## config.mk

```make
export PLATFORM = sky130hd
export DESIGN_NAME = fp_adder_arbiter
export DESIGN_NICKNAME = d
export VERILOG_FILES = /design/src/rtl/fp_pkg.sv /design/src/rtl/rr_arbiter.sv /design/src/rtl/fp_adder_arbiter.sv
export SDC_FILE = /design/constraint.sdc
export NUM_CORES = 1
export LEC_CHECK = 0
export CORE_AREA = 2 2 159 161
export CTS_BUF_LIST = sky130_fd_sc_hd__clkbuf_8 sky130_fd_sc_hd__clkbuf_16
export DETAILED_ROUTE_END_ITERATION = 12
export DIE_AREA = 0 0 161 163
export GPL_ROUTABILITY_DRIVEN = 1
export SETUP_SLACK_MARGIN = 0.2
export SYNTH_ARGS = -nofsm -noshare
export SYNTH_HDL_FRONTEND = slang
export SYNTH_SLANG_ARGS = --single-unit
```

## constraint.sdc

```tcl
create_clock -name clk -period 1.94 [get_ports clk]
set_input_delay 0.291 -clock clk [delete_from_list [all_inputs] [get_ports clk]]
set_output_delay 0.291 -clock clk [all_outputs]
set_load 0.05 [all_outputs]
```

## src/rtl/fp_pkg.sv

```systemverilog
// Shared definitions for the FP adder arbiter: data width, FSM encoding and
// IEEE-754 single-precision constants.
package fp_pkg;

  localparam int unsigned FP_W = 32;

  // IEEE-754 single-precision values.
  localparam logic [31:0] FP_ONE   = 32'h3F80_0000;
  localparam logic [31:0] FP_TWO   = 32'h4000_0000;
  localparam logic [31:0] FP_THREE = 32'h4040_0000;

  typedef enum logic [1:0] {
    StIdle  = 2'd0,
    StSend  = 2'd1,
    StWaitZ = 2'd2,
    StResp  = 2'd3
  } state_e;

endpackage

```

## src/rtl/rr_arbiter.sv

```systemverilog
// Combinational round-robin picker: returns the first asserted request found
// when searching cyclically upward from ptr.
module rr_arbiter
  import fp_pkg::*;
#(
  parameter int unsigned N_REQ = 4,
  parameter int unsigned IDW   = (N_REQ > 1) ? $clog2(N_REQ) : 1
) (
  input  logic [N_REQ-1:0] req,
  input  logic [IDW-1:0]   ptr,
  output logic [IDW-1:0]   grant,
  output logic             any_req
);

  // Walk offsets from farthest to nearest so the nearest hit to ptr wins.
  always_comb begin
    int unsigned idx;
    grant   = '0;
    any_req = 1'b0;
    idx     = 0;
    for (int off = int'(N_REQ) - 1; off >= 0; off--) begin
      idx = (32'(ptr) + unsigned'(off)) % N_REQ;
      if (req[idx[IDW-1:0]]) begin
        grant   = IDW'(idx);
        any_req = 1'b1;
      end
    end
  end

endmodule

```

## src/rtl/fp_adder_arbiter.sv

```systemverilog
// Shares one stb/ack single-precision adder among N_REQ requesters. One
// operation at a time: capture operands, hand them to the adder, collect z,
// return it to the same requester, then rotate priority past it.
module fp_adder_arbiter
  import fp_pkg::*;
#(
  parameter int unsigned N_REQ = 4,
  parameter int unsigned IDW   = (N_REQ > 1) ? $clog2(N_REQ) : 1
) (
  input  logic                  clk,
  input  logic                  rst,
  input  logic [N_REQ-1:0]      req_stb,
  output logic [N_REQ-1:0]      req_ack,
  input  logic [FP_W*N_REQ-1:0] req_a,
  input  logic [FP_W*N_REQ-1:0] req_b,
  output logic [N_REQ-1:0]      resp_stb,
  input  logic [N_REQ-1:0]      resp_ack,
  output logic [FP_W-1:0]       resp_z,
  output logic [FP_W-1:0]       add_a,
  output logic                  add_a_stb,
  input  logic                  add_a_ack,
  output logic [FP_W-1:0]       add_b,
  output logic                  add_b_stb,
  input  logic                  add_b_ack,
  input  logic [FP_W-1:0]       add_z,
  input  logic                  add_z_stb,
  output logic                  add_z_ack,
  output logic                  busy,
  output logic [IDW-1:0]        grant_id
);

  state_e          state;
  logic [IDW-1:0]  ptr;
  logic [IDW-1:0]  pick;
  logic            any_req;
  logic            a_done;
  logic            b_done;
  logic [IDW-1:0]  next_ptr;

  rr_arbiter #(
    .N_REQ (N_REQ),
    .IDW   (IDW)
  ) u_rr (
    .req     (req_stb),
    .ptr     (ptr),
    .grant   (pick),
    .any_req (any_req)
  );

  // An operand side is done once its stb is low or its ack arrives this cycle.
  always_comb begin
    a_done   = !add_a_stb || add_a_ack;
    b_done   = !add_b_stb || add_b_ack;
    next_ptr = (grant_id == IDW'(N_REQ - 1)) ? '0 : grant_id + 1'b1;
  end

  // Control FSM; every handshake output is registered.
  always_ff @(posedge clk or negedge rst) begin
    if (!rst) begin
      state     <= StIdle;
      ptr       <= '0;
      grant_id  <= '0;
      req_ack   <= '0;
      resp_stb  <= '0;
      resp_z    <= '0;
      add_a     <= '0;
      add_b     <= '0;
      add_a_stb <= 1'b0;
      add_b_stb <= 1'b0;
      add_z_ack <= 1'b0;
      busy      <= 1'b0;
    end else begin
      req_ack   <= '0;
      add_z_ack <= 1'b0;
      case (state)
        StIdle: begin
          if (any_req) begin
            grant_id  <= pick;
            add_a     <= req_a[FP_W*pick +: FP_W];
            add_b     <= req_b[FP_W*pick +: FP_W];
            req_ack   <= N_REQ'(1) << pick;
            add_a_stb <= 1'b1;
            add_b_stb <= 1'b1;
            busy      <= 1'b1;
            state     <= StSend;
          end
        end
        StSend: begin
          if (add_a_ack) add_a_stb <= 1'b0;
          if (add_b_ack) add_b_stb <= 1'b0;
          if (a_done && b_done) state <= StWaitZ;
        end
        StWaitZ: begin
          if (add_z_stb) begin
            resp_z    <= add_z;
            add_z_ack <= 1'b1;
            resp_stb  <= N_REQ'(1) << grant_id;
            state     <= StResp;
          end
        end
        StResp: begin
          // Only the granted line's ack counts; resp_stb is one-hot on it.
          if ((resp_ack & resp_stb) != '0) begin
            resp_stb <= '0;
            ptr      <= next_ptr;
            busy     <= 1'b0;
            state    <= StIdle;
          end
        end
        default: state <= StIdle;
      endcase
    end
  end

endmodule

```

# Word level (Yosys, flattened, before mapping)
# Cells that the tools add are included.
# word_totals
ramBits	0
latch_bits	0
out_inout_bits	110
mem_count	0
mem_bits_ro	0
register_bits	114
# classes
div_mod_pow	0
eq_ne	10
mul	0
add_sub_neg	4
bitwise_logic	1
n_reduce_logical	18
n_shift	4
muxes	36
magnitude_cmp	4
# ops
op	count
$shiftx A128 B8 Y32	2
$mux W2	9
$mux W4	4
$mux W1	14
$lt A2 B3 Y1 const B	4
$ne A2 B2 Y1 const B	6
$reduce_and A3 Y1	4
$bmux W1 S2	4
$pmux W2 S4	1
$pmux W4 S2	1
$shl A1 B2 Y4 const A	2
$eq A2 B2 Y1 const B	3
$pmux W1 S2	3
$reduce_and A2 Y1	3
$reduce_bool A2 Y1	3
$add A2 B1 Y2 const B	2
$add A2 B2 Y2 const B	2
$and A4 B4 Y4	1
$reduce_and A4 Y1	1
$reduce_bool A4 Y1	1
$eq A2 B1 Y1 const B	1
$logic_not A1 Y1	2
$logic_not A2 Y1	1
$logic_or A1 B1 Y1	2
$logic_and A1 B1 Y1	1

# Logic depth before layout (Yosys ltp)
# logic_depth
word_depth	10
mapped_depth	8
mapped_depth_nobuf	6

# Hierarchy
# A second synthesis with hierarchy kept.
# hier_totals
cells_unflattened	378
hier_area_um2	6128.4
# modules_own_cells
mod	area_per_inst_um2	instances	cells_each
fp_adder_arbiter	6050.8	1	365
rr_arbiter	77.6	1	13

# Worst setup path after synthesis
# OpenSTA, ideal clock, no wires.
# synth_path
path_type	register to register
startpoint	register state[0]
endpoint	register add_b[1]
synth_period_minus_slack_ns	1.765
stages_incl_launch_ff	9
path_slack_ns	0.175
path_buffers	3
t_arrival_ns	1.679
path_cell_list	dfrtp_1 > inv_1 > ha_1 > nand2b_1 > or3_1 > buf_2 > buf_6 > buf_6 > o221ai_2
# synth_via
elab_chain_len	2
# synth_lines
item	line	source
start, declared	fp_adder_arbiter.sv:32	state_e state;
start signal, assigned	fp_adder_arbiter.sv:60	state <= StIdle;
start signal, assigned	fp_adder_arbiter.sv:85	state <= StSend;
start signal, assigned	fp_adder_arbiter.sv:91	if (a_done && b_done) state <= StWaitZ;
$logic_not A2 Y1	fp_adder_arbiter.sv:75	case (state)
$reduce_and A2 Y1 (no line)	--	
end signal, assigned	fp_adder_arbiter.sv:80	add_b <= req_b[FP_W*pick +: FP_W];
end, declared	fp_adder_arbiter.sv:22	output logic [FP_W-1:0] add_b,
# Every way passes these cells.
# A chain may end at the register's enable or synchronous reset.

# Final worst setup path
# layout_path
startpoint	register ptr[1]
endpoint	register add_b[14]
# layout_via
elab_chain_len	8
# layout_lines
item	line	source
start, declared	fp_adder_arbiter.sv:33	logic [IDW-1:0] ptr;
start signal, assigned	fp_adder_arbiter.sv:105	ptr <= next_ptr;
$add A2 B2 Y2	rr_arbiter.sv:22	idx = (32'(ptr) + unsigned'(off)) % N_REQ;
$bmux W1 S2	rr_arbiter.sv:23	if (req[idx[IDW-1:0]]) begin
$mux W1 (implied by the code)	rr_arbiter.sv:23	
$mux W2 or $mux W1 (tied branches) (4 in a row)	rr_arbiter.sv:23	
$shiftx A128 B8 Y32 or $reduce_and A2 Y1 (tied branches)	--	
# Several ways; a longest one is shown, not always the timed one. The select of a mux whose other input is x is not followed.

==> qor.yml <==
num-nets-final: 1302
timing.final.crit_share: 0.958
gp_congestion: 0.801
synth_top_area_frac: 0.468
synth_xor_area_frac: 0
powerDensity_mw_per_mm2: 1630
drive_gt1_frac: 0.238
finClkSkew_ps: 14.6
cts_root_buffer: "clkbuf_16"
die_x_um: 161
tightest_slew_ps: 545
cts_tree: "built"
areaGrowthSynthToFinish_pct: 106
cpPeakStageDelay_ps: 410
syn_avg_cell_area_um2: 11.7
clockBufferDepth: 2
synth-simple-area-share: 0.0679
layout_commonest_cell: "clkdlybuf4s50_1"
cp_slowest_cell: "dfrtp_2"
synthDistinctLibCells: 31
setup_viol_count_final: 0
die-area_mm2: 0.0262
cts.sinks: 114
synth_fa_ha_area_frac: 0.0185
slew_headroom: 0.638
antenna_left: 0
path_max_fanout: 7
yosys_warnings: 0
drc_errors: 0
path_class: "register to register"
use_met1: 0.220
synth_top_family_by_area: "multiplexers"
first_global_vias: 6576
grt_max_degree: 48
crit_buf_inv: 4
numPortBuffers: 410
design.core.area_mm2: 0.0247
slew_violations: 0
synth_top_area_cell: "dfrtp_1"
holdCritPathClass: "primary input to asynchronous set/reset pin"
grt.total_usage: 0.196
cp-start-kind: "register"
grt_use_met3: 0.0682
ys_seq_area_frac: 0.468
max_freq_mhz: 538
dpl-instance-area_mm2: 0.0109
rows: 58
ir_worst_vdd_mv: 0.980
rsz0062_at_grt: "yes"
cts_max_level: 4
synth_area_mm2: 0.00610
busiest_layer: "met2"
ioPinCount: 411
first_iter_violations: 167
synth-seq-cells: 114
drv_cap: 0
crit_arrival_ps: 2130
end_kind: "register"
cellLeakagePower_nw: 5.60
wl_per_cell_um: 19.7
hpwlAfterDp_um: 18800
clk_pin_slew_ps: 70
finalHoldViolCount: 0
status: "completed"
synthMuxAreaShare: 0.276
via_count: 6218
overflow: 0
die_h_um: 163
syn-instance-count: 523
insertion_delay_ps: 420
synth_compound_area_frac: 0.128
final_area_mm2: 0.0126
crit_required_ps: 2210
synth_nets: 833
grt_use_met2: 0.352
finalWirelength_um: 26300
min_period_ps: 1860
hold_ws_ps: 339
path_cells: "mux2i_1 -> nand2_1 -> o211ai_4 -> buf_6 -> buf_12 -> buf_16 -> buf_6 -> mux2i_1 -> o221ai_1"
via_per_inst: 4.65
synth.top_cells.by_area: "dfrtp_1 47%, mux2i_1 21%, o221ai_1 7.8%"
cp_top_family: "buffers and inverters"
antenna_found_initial: 3
dr.pass1.iters: 4
grt_pass1_wl_um: 38700
final_cell_mix: "299 x clkdlybuf4s50_1, 113 x dfrtp_1, 102 x dlygate4sd2_1"
start_util: 0.247
instances_no_fill: 1336
cts-buffers-inserted: 17
dp.cells: 1264
==> registers in the layout, indices dropped and copies added, names as in the netlist <==
register   cells
state          2
ptr            2
add_b         32
add_z_ack      1
req_ack        4
resp_stb       4
add_a         32
busy           1
add_b_stb      1
grant_id       2
add_a_stb      1
resp_z        32
==> synth_stat cells (all sizes together) <==
cell	count
buf	32
nor2b	1
clkbuf	7
a22o	3
o31ai	1
a21oi	3
or3	1
mux2	34
nand3b	5
o211ai	1
o211a	1
dfrtp	114
nor4	1
nor3	1
o221ai	64
ha	9
nand3	2
o21ai	11
nand2	75
mux2i	130
a22oi	3
inv	13
nand2b	2
nor3b	1
o22ai	1
nor2	7
==> repair_timing <==
item | in CTS | in global routing
setup buffers | 22 | 5
endpoints found under the hold margin | 24 | 0
gates cloned | 10 | 1
pin swaps | 23 | 22
gates resized for setup | 159 | 68
hold buffers | 1 | 0
setup endpoints to repair | 166 | 65
==> per-stage QoR <==
| step | power (W) | setup WS [ps] | utilization | setup TNS, ps |
|---|---|---|---|---|
| after CTS | 0.0201 | 51.8 | 0.492 | 0 |
| after detailed placement | 0.0162 | -446 | 0.443 | -17750 |
| after global routing | 0.0215 | -14.2 | 0.509 | -41.3 |
| after global placement | 0.0160 | -417 | 0.443 | -16340 |
| final | 0.0205 | 82.1 | 0.509 | 0 |
| after floorplan | 0.0116 | 214 | - | 0 |
==> where the power goes <==
group          switching [W]  leakage [nW]  internal (W)
clock                0.00138         0.281       0.00183
combinational        0.00768          3.92       0.00544
sequential          0.000601          1.40       0.00354
==> path summary, 6_finish.rpt <==
path | start | endpoint | slack, ps | cells after the start
worst max register to register | ptr[1] | add_b[14] | 80 | 9
min in group clk | add_z[1] | resp_z[1] | 480 | 2
worst max-delay path | ptr[1] | add_b[14] | 80 | 9
worst min-delay path | rst | resp_z[0] | 340 | 2
max in group asynchronous | rst | add_b[7] | 980 | 3
worst min register to register | add_b[18] | add_b[18] | 480 | 2
==> layer usage <==
layer | wire length, um | part of all wire
met1 | 10400 | 0.39
met2 | 13300 | 0.51
met3 | 2210 | 0.084
met4 | 417 | 0.016
met5 | 23 | 0.00087
==> layout make-up <==
cell class	instances	area (um^2)
well taps	330	413
flip-flops and latches	114	2850
multi-input cells	357	3490
repair buffers	489	5160
diodes	1	2.50
clock inverters	15	161
inverters	13	48.8
fillers	2222	12100
clock buffers	17	425
==> logic make-up (layout without fill, tap and decap cells) <==
family                   after synthesis  count (layout)
multiplexers                         164             164
flip-flops                           114             114
AND/OR/NAND/NOR                       96              96
AO/OA/AOI/OAI                         88              88
buffers and inverters                 52             534
adder cells (fa/ha/maj)                9               9
other                                  0               1
Power figures use the tool's default switching activity.
